$ cat config.mk
export PLATFORM = sky130hd
export DESIGN_NAME = pc_fetch_unit_flat
export DESIGN_NICKNAME = d
export VERILOG_FILES = /design/src/rtl/pc_fetch_unit_pkg.sv /design/src/rtl/pc_fetch_unit_if.sv /design/src/rtl/pc_fetch_unit_next_sel.sv /design/src/rtl/pc_fetch_unit.sv /design/src/flat_wrapper.sv
export SDC_FILE = /design/constraint.sdc
export NUM_CORES = 1
export LEC_CHECK = 0
export CAP_MARGIN = 20
export CORE_MARGIN = 3
export CORE_UTILIZATION = 47
export CTS_BUF_LIST = sky130_fd_sc_hd__clkbuf_2
export DETAILED_ROUTE_END_ITERATION = 10
export GPL_TIMING_DRIVEN = 0
export PLACE_DENSITY = 0.83
export RECOVER_POWER = 100
export SYNTH_ARGS = -nofsm -noshare
export SYNTH_HDL_FRONTEND = slang
export SYNTH_SLANG_ARGS = --single-unit
$ cat constraint.sdc
create_clock -name clk -period 3 [get_ports clk]
set_clock_uncertainty 0.1 [all_clocks]
set_input_delay 0.45 -clock clk [delete_from_list [all_inputs] [get_ports clk]]
set_output_delay 0.45 -clock clk [all_outputs]
set_load 0.02 [all_outputs]
$ cat src/rtl/pc_fetch_unit_pkg.sv
// Shared types and reset constants for the fetch-stage PC sequencer.
// Word addresses throughout; byte address = word address << 2.
package pc_pkg;

   localparam logic [31:0] PC_RESET_DEF = 32'h0000_0C00;
   localparam logic [31:0] PC_EXC_DEF   = 32'h0000_1060;

   typedef enum logic {
      RUN,
      PEND
   } pc_state_e;

   typedef enum logic [2:0] {
      SEQ,
      BR,
      J,
      JR,
      EXC,
      ERET
   } redir_src_e;

endpackage

$ cat src/rtl/pc_fetch_unit_if.sv
// Decode/hazard-to-fetch bundle: redirects and stall in, PC out.
// Exception ports exist only when PC_EXC_EN is defined.
interface pc_fetch_if;

   logic        stall;
   logic        br_taken;
   logic [31:0] br_target;
   logic        j_valid;
   logic [25:0] j_index;
   logic        jr_valid;
   logic [31:0] jr_target;
   logic [31:0] pc;
   logic [31:0] pc_plus1;
   logic        redirect_pend;
`ifdef PC_EXC_EN
   logic        exc_req;
   logic        eret;
   logic [31:0] epc_in;
   logic [31:0] epc;

   modport master (
      output stall, br_taken, br_target, j_valid, j_index,
      output jr_valid, jr_target, exc_req, eret, epc_in,
      input  pc, pc_plus1, redirect_pend, epc
   );

   modport slave (
      input  stall, br_taken, br_target, j_valid, j_index,
      input  jr_valid, jr_target, exc_req, eret, epc_in,
      output pc, pc_plus1, redirect_pend, epc
   );
`else
   modport master (
      output stall, br_taken, br_target, j_valid, j_index,
      output jr_valid, jr_target,
      input  pc, pc_plus1, redirect_pend
   );

   modport slave (
      input  stall, br_taken, br_target, j_valid, j_index,
      input  jr_valid, jr_target,
      output pc, pc_plus1, redirect_pend
   );
`endif

endinterface

$ cat src/rtl/pc_fetch_unit_next_sel.sv
// Priority select of the decode redirect target (JR > J > BR).
module pc_next_sel
   import pc_pkg::*;
(
   input  logic        br_taken_i,
   input  logic [31:0] br_target_i,
   input  logic        j_valid_i,
   input  logic [25:0] j_index_i,
   input  logic        jr_valid_i,
   input  logic [31:0] jr_target_i,
   input  logic [5:0]  pc_hi_i,
   output logic [31:0] tgt_o,
   output logic        valid_o
);

   redir_src_e src;

   always_comb begin
      src = SEQ;
      priority case (1'b1)
         jr_valid_i: src = JR;
         j_valid_i:  src = J;
         br_taken_i: src = BR;
         default:    src = SEQ;
      endcase
   end

   always_comb begin
      tgt_o = '0;
      unique case (src)
         JR:      tgt_o = jr_target_i;
         J:       tgt_o = {pc_hi_i, j_index_i};
         BR:      tgt_o = br_target_i;
         default: tgt_o = '0;
      endcase
   end

   assign valid_o = (src != SEQ);

endmodule

$ cat src/rtl/pc_fetch_unit.sv
// Fetch PC register with RUN/PEND redirect buffering across stalls.
// Optional exception entry/return enabled by PC_EXC_EN.
module pc_fetch_unit
   import pc_pkg::*;
#(
   parameter logic [31:0] RESET_PC = PC_RESET_DEF
`ifdef PC_EXC_EN
   ,
   parameter logic [31:0] EXC_VECTOR = PC_EXC_DEF
`endif
) (
   input  logic       clk,
   input  logic       reset,
   pc_fetch_if.slave  bus
);

   pc_state_e   state_q, state_d;
   logic [31:0] pc_q, pc_d;
   logic [31:0] pend_q, pend_d;
   logic        rpend_q;
   logic [31:0] pc_plus1;
   logic [31:0] tgt;
   logic        tgt_vld;

   assign pc_plus1 = pc_q + 32'd1;

   pc_next_sel u_sel (
      .br_taken_i  (bus.br_taken),
      .br_target_i (bus.br_target),
      .j_valid_i   (bus.j_valid),
      .j_index_i   (bus.j_index),
      .jr_valid_i  (bus.jr_valid),
      .jr_target_i (bus.jr_target),
      .pc_hi_i     (pc_plus1[31:26]),
      .tgt_o       (tgt),
      .valid_o     (tgt_vld)
   );

`ifdef PC_EXC_EN
   logic [31:0] epc_q, epc_d;
`endif

   always_comb begin
      state_d = state_q;
      pc_d    = pc_q;
      pend_d  = pend_q;
`ifdef PC_EXC_EN
      epc_d   = epc_q;
      if (bus.exc_req) begin
         pc_d    = EXC_VECTOR;
         epc_d   = bus.epc_in;
         state_d = RUN;
      end else if (bus.eret) begin
         pc_d    = epc_q;
         state_d = RUN;
      end else
`endif
      begin
         unique case (state_q)
            RUN: begin
               if (!bus.stall) begin
                  pc_d = tgt_vld ? tgt : pc_plus1;
               end else if (tgt_vld) begin
                  pend_d  = tgt;
                  state_d = PEND;
               end
            end
            PEND: begin
               // a redirect seen on the release edge is newer than the buffer
               if (bus.stall) begin
                  if (tgt_vld) pend_d = tgt;
               end else begin
                  pc_d    = tgt_vld ? tgt : pend_q;
                  state_d = RUN;
               end
            end
            default: state_d = RUN;
         endcase
      end
   end

   always_ff @(posedge clk) begin
      if (reset) begin
         state_q <= RUN;
         pc_q    <= RESET_PC;
         pend_q  <= '0;
         rpend_q <= 1'b0;
`ifdef PC_EXC_EN
         epc_q   <= '0;
`endif
      end else begin
         state_q <= state_d;
         pc_q    <= pc_d;
         pend_q  <= pend_d;
         rpend_q <= (state_d == PEND);
`ifdef PC_EXC_EN
         epc_q   <= epc_d;
`endif
      end
   end

   assign bus.pc            = pc_q;
   assign bus.pc_plus1      = pc_plus1;
   assign bus.redirect_pend = rpend_q;
`ifdef PC_EXC_EN
   assign bus.epc           = epc_q;
`endif

endmodule

$ cat src/flat_wrapper.sv
// flat-port wrapper written by rule: the top's interface ports become plain ports
module pc_fetch_unit_flat import pc_pkg::*;
#(
   parameter logic [31:0] RESET_PC = PC_RESET_DEF

)
  (clk, reset, bus_stall, bus_br_taken, bus_br_target, bus_j_valid, bus_j_index, bus_jr_valid, bus_jr_target, bus_pc, bus_pc_plus1, bus_redirect_pend);
  pc_fetch_if bus_i ();
  input  logic clk;
  input  logic reset;
  input wire logic [$bits(bus_i.stall)-1:0] bus_stall;
  input wire logic [$bits(bus_i.br_taken)-1:0] bus_br_taken;
  input wire logic [$bits(bus_i.br_target)-1:0] bus_br_target;
  input wire logic [$bits(bus_i.j_valid)-1:0] bus_j_valid;
  input wire logic [$bits(bus_i.j_index)-1:0] bus_j_index;
  input wire logic [$bits(bus_i.jr_valid)-1:0] bus_jr_valid;
  input wire logic [$bits(bus_i.jr_target)-1:0] bus_jr_target;
  output wire logic [$bits(bus_i.pc)-1:0] bus_pc;
  output wire logic [$bits(bus_i.pc_plus1)-1:0] bus_pc_plus1;
  output wire logic [$bits(bus_i.redirect_pend)-1:0] bus_redirect_pend;
  assign bus_i.stall = bus_stall;
  assign bus_i.br_taken = bus_br_taken;
  assign bus_i.br_target = bus_br_target;
  assign bus_i.j_valid = bus_j_valid;
  assign bus_i.j_index = bus_j_index;
  assign bus_i.jr_valid = bus_jr_valid;
  assign bus_i.jr_target = bus_jr_target;
  assign bus_pc = bus_i.pc;
  assign bus_pc_plus1 = bus_i.pc_plus1;
  assign bus_redirect_pend = bus_i.redirect_pend;
  pc_fetch_unit #(.RESET_PC(RESET_PC)) u_core (.clk(clk), .reset(reset), .bus(bus_i));
endmodule
==> results <==
- The run finished, with violations left.
- The checks that failed: negative setup slack.
- Setup slack on the critical path of the routed design comes to -0.1551 ns.
- After legalization and detailed placement, the total HPWL measured 14260 um.
- Of the total power, the share spent switching nets is 0.3783.
- Counting cells, the worst reg-to-reg path comes to 18.
- The floorplan has 35 rows.
- The worst-case hold slack is 0.3722 ns.
- The total number of vias is 6059.
- In this run the worst setup path terminates at bus_pc_plus1[29].
- The number of setup violations in the final report is 9.
- The top-level I/O count is 161.
- The wire length of the first global-routing pass is 31390 um.
- After the flow finishes, the layout carries non-filler instances totaling 966.
- STA classifies the critical path endpoint as an output port.
- The switching power total is 906.7 uW.
- The antenna diode count is 0.
- In this run the horizontal extent of the chip is 103.8 um.
- The final layout contains 929 nets.
- The deepest clock path buffer count is 2.
- Setup slack on the worst reg-to-reg path comes out at 0.04 ns.
- The most used flip-flop cell after synthesis is dfxtp_1.
- The core region area is 9284 um2.
- After synthesis the cells add up to 4492 um2.
- The antenna violation net count after detailed routing is 0.
- Static timing analysis puts the maximum clock frequency at 0.3169 GHz.
- In this run the worst path has a maximum fanout of 5.
- In this run the critical register-to-register path is launched from u_core.bus.pc[7].
- Synthesis produced 619 cells.
- The combinational group share of total power is 0.337.
- The die is 103.8 um tall.
- Buffers placed on the I/O ports in this run total 158.
- The setup path with the least slack is of type reg2out.
- The class of the tightest hold or removal check is reg2reg.
- Max-cap violations in this run came to 0.
- The final routed wirelength across all metal layers is 20440 um.
- The max-slew violation count was 0.
- The relative area change from synthesis to final layout is 55.35%.
- The internal cell power is 1490 uW.
- The critical path starts at u_core.bus.pc[7].
- The CTS tree is done.
- Subtracting the final worst setup slack from the clock period gives 3.155 ns.
- The worst setup path is launched from a flip-flop.
- The initial antenna violation count came to 0.
- The die area is 10770 um2.
- The number of endpoints with negative hold slack in the final report is 0.
- The insertion delay of the later-clocked pin in the worst-skew pair is 0.56 ns.
- For this design, the sink count on the clock tree is 65.
- The synthesized netlist contains 59 unique library cells.
- The synthesized net count is 716.
- Dividing the final minimum period by the clock period gives 1.052.
- The synthesized design contains 65 register bits.
- The number of global-route vias before repair is 5705.
- For this run, the total global-route usage over all layers was measured as 0.3611.
- The sequential fraction of the synthesis area is 0.2897.
- The power density over the cells is 343.5 nW/um2.
- After detailed routing, the average wire length per cell comes to 21.16 um.
- The congestion estimate from routability-driven global placement came to 0.9425.
- The final core utilization is 0.7516.
- TritonCTS created 9 clock buffers.
- Counting flops with an async set or reset pin after synthesis yields a share of 0.
- The relative contribution of sequential cells to total power is 0.417.
- The H-tree generated during clock tree synthesis spans 3 levels.
- The data arrival time of the critical path is 2.61 ns.
- The worst-margin pin slew is 0.8395 ns.
- Setup repair after global routing could not meet its margin everywhere.
- Including well taps, the total number of placed cells is 906.
- The maximum number of pins on one net before global-route repair is 14.
- The endpoint identified for the worst register-to-register timing path is u_core.bus.pc[30].
- In the final layout, the share of cells above drive strength 1 is 0.1685.
- After global routing the overflow that remains totals 0.
- The Yosys warning count is 0.
- For this configuration, the core starts out at a cell density of 0.4838.
- The clock share of power is 0.246.
- Measured against its own limit, the worst slew margin works out to 0.4344.
- Summed over all cells, the static leakage comes to 0.002702 uW.
- The post-synthesis average cell area is 7.257 um2.
- CTS placed an instance of clkbuf_2 at the clock tree root.
- In this run, the number of DRC markers left after iteration 0 of detailed routing was 703.
- The worst path required time is 2.45 ns.
- The first detailed-routing pass ran for 5 iterations.
- The clock transition at the registers of the reported paths is 0.23 ns.
- The number of remaining DRC errors is 0.
- Dividing the detail-routed via count by the number of cells gives 6.272.
- The peak supply drop is 202.6 uV.
- The worst setup slack before clock tree synthesis is -0.4844 ns.
- In this run, synthesis inferred 0 flip-flops with an integrated enable.
==> registers in the layout, summed over array words and instances, names as in the netlist <==
register        count
u_core.state_q      1
u_core.bus.pc      32
u_core.pend_q      32
==> power by group through the flow <==
stage / Combinational, uW / Sequential [uW] / Clock, uW
after floorplan: 358 / 1030 / 0
after global placement: 760 / 1010 / 0
after detailed placement: 772 / 1010 / 0
after CTS: 778 / 994 / 572
after global routing: 857 / 1010 / 613
final: 807 / 999 / 591
==> metal layers <==
metal  wire length, um  up-vias  GRT usage
met1              7840     2814     0.4726
met2              9312      461     0.5808
li1                  -     2704          -
met3              2582       80    0.08474
met4               701        0     0.1330
met5                 0        -          0
==> cells by family (layout without fill, tap and decap cells) <==
family	count (synthesis)	after routing	synth area share
adders and majority gates	1	1	0.002785
DFF	65	65	0.2897
buffers and inverters	74	292	0.06379
xor gates and xnor gates	29	29	0.05655
AOI/OAI and AO/OA	188	188	0.2844
muxes	7	7	0.01616
and+or+nand+nor	255	255	0.2866
==> synth_stat cells, types with 2 or more instances <==
library cell	n	area, um2
or3_1	3	18.77
a41oi_1	2	17.52
and4_1	4	35.03
a2bb2oi_1	2	17.52
and3_1	2	12.51
nor2_1	38	142.6
or4_1	3	22.52
nand2b_1	5	31.28
nor3_4	2	32.53
o22ai_1	3	18.77
buf_1	3	11.26
a31oi_1	15	93.84
a22oi_1	23	172.7
and2_1	7	43.79
or2_2	4	25.02
nor3_1	14	70.07
o31a_1	2	17.52
a221o_1	5	50.05
nand4_1	11	68.82
dfxtp_1	65	1301
nand3_1	13	65.06
xnor2_1	25	219.0
mux2_2	2	22.52
o31ai_1	7	52.55
xor2_1	4	35.03
a21oi_1	40	200.2
o211ai_1	2	15.01
o221ai_1	2	17.52
nor2b_1	15	93.84
inv_1	27	101.4
a222oi_1	2	20.02
nor4_1	19	118.9
mux2i_1	5	50.05
a211oi_1	20	150.1
clkbuf_1	42	157.7
o21ai_0	33	165.2
a221oi_1	12	105.1
nand2_1	100	375.4
nand3b_1	10	75.07
a211o_1	4	35.03
a21o_1	4	30.03
==> metrics by stage <==
stage	total power, uW	setup TNS, ns	cell area, um2
after CTS	2344	-0.3921	6797
after floorplan	1392	0	4492
final	2397	-0.6900	6978
after global routing	2477	-1.309	6978
after detailed placement	1780	-18.52	6235
after global placement	1766	-14.24	6235
==> worst min-delay path by stage <==
| stage | from | endpoint | slack (ns) | cells past startpoint |
|---|---|---|---|---|
| 2_1_floorplan | u_core.pend_q[5] | u_core.pend_q[5] | 0.33 | 2 |
| 3_3_place_gp | u_core.pend_q[19] | u_core.pend_q[19] | 0.34 | 2 |
| 3_5_place_dp | u_core.pend_q[23] | u_core.pend_q[23] | 0.35 | 2 |
| 4_1_cts | u_core.pend_q[23] | u_core.pend_q[23] | 0.37 | 2 |
| 5_1_grt | u_core.pend_q[20] | u_core.pend_q[20] | 0.40 | 2 |
| 6_report | u_core.pend_q[23] | u_core.pend_q[23] | 0.37 | 2 |
==> cell type report <==
cell class	instances	area, um2
plain buffers	46	193.9
clock inverters	7	77.57
inverters	27	101.3
flip-flops and latches	65	1340
fillers	708	2306
well taps	129	161.4
multi-input cells	480	3144
clock buffers	9	45.04
repair buffers	203	1914
==> critical path, stage by stage (launching register included) <==
cell and delay, ns:
dfxtp_4 0.42, nand4_1 0.13, buf_6 0.15, or4_4 0.47
buf_8 0.17, nor3_4 0.27, nand2_1 0.11, xnor2_1 0.17
buf_4 0.16
==> timing repair <==
item                                    CTS  global route
endpoints found under the hold margin     0             0
setup buffers                            29            14
gates cloned                              1             0
hold buffers                              0             0
pin swaps                                10             8
endpoints found under the setup margin   26            24
gates resized for setup                 129            54
==> cells in the final DEF (no fill, tap or decap), drive strengths merged, types with 5 or more instances in the layout <==
cell type,instances
a22oi,23
inv,29
nand2,100
a211oi,20
nor3,16
nor2b,15
a221oi,13
clkbuf,54
nand3,13
and2,7
mux2i,5
dlygate4sd2,6
o31ai,7
nand3b,10
buf,62
dfxtp,65
nand4,12
nor4,20
dlygate4sd3,36
a221o,5
xnor2,25
clkdlybuf4s50,99
o21ai,33
nor2,38
a31oi,15
a21oi,40
nand2b,5
Note: power is estimated with default switching activity, not from simulation.
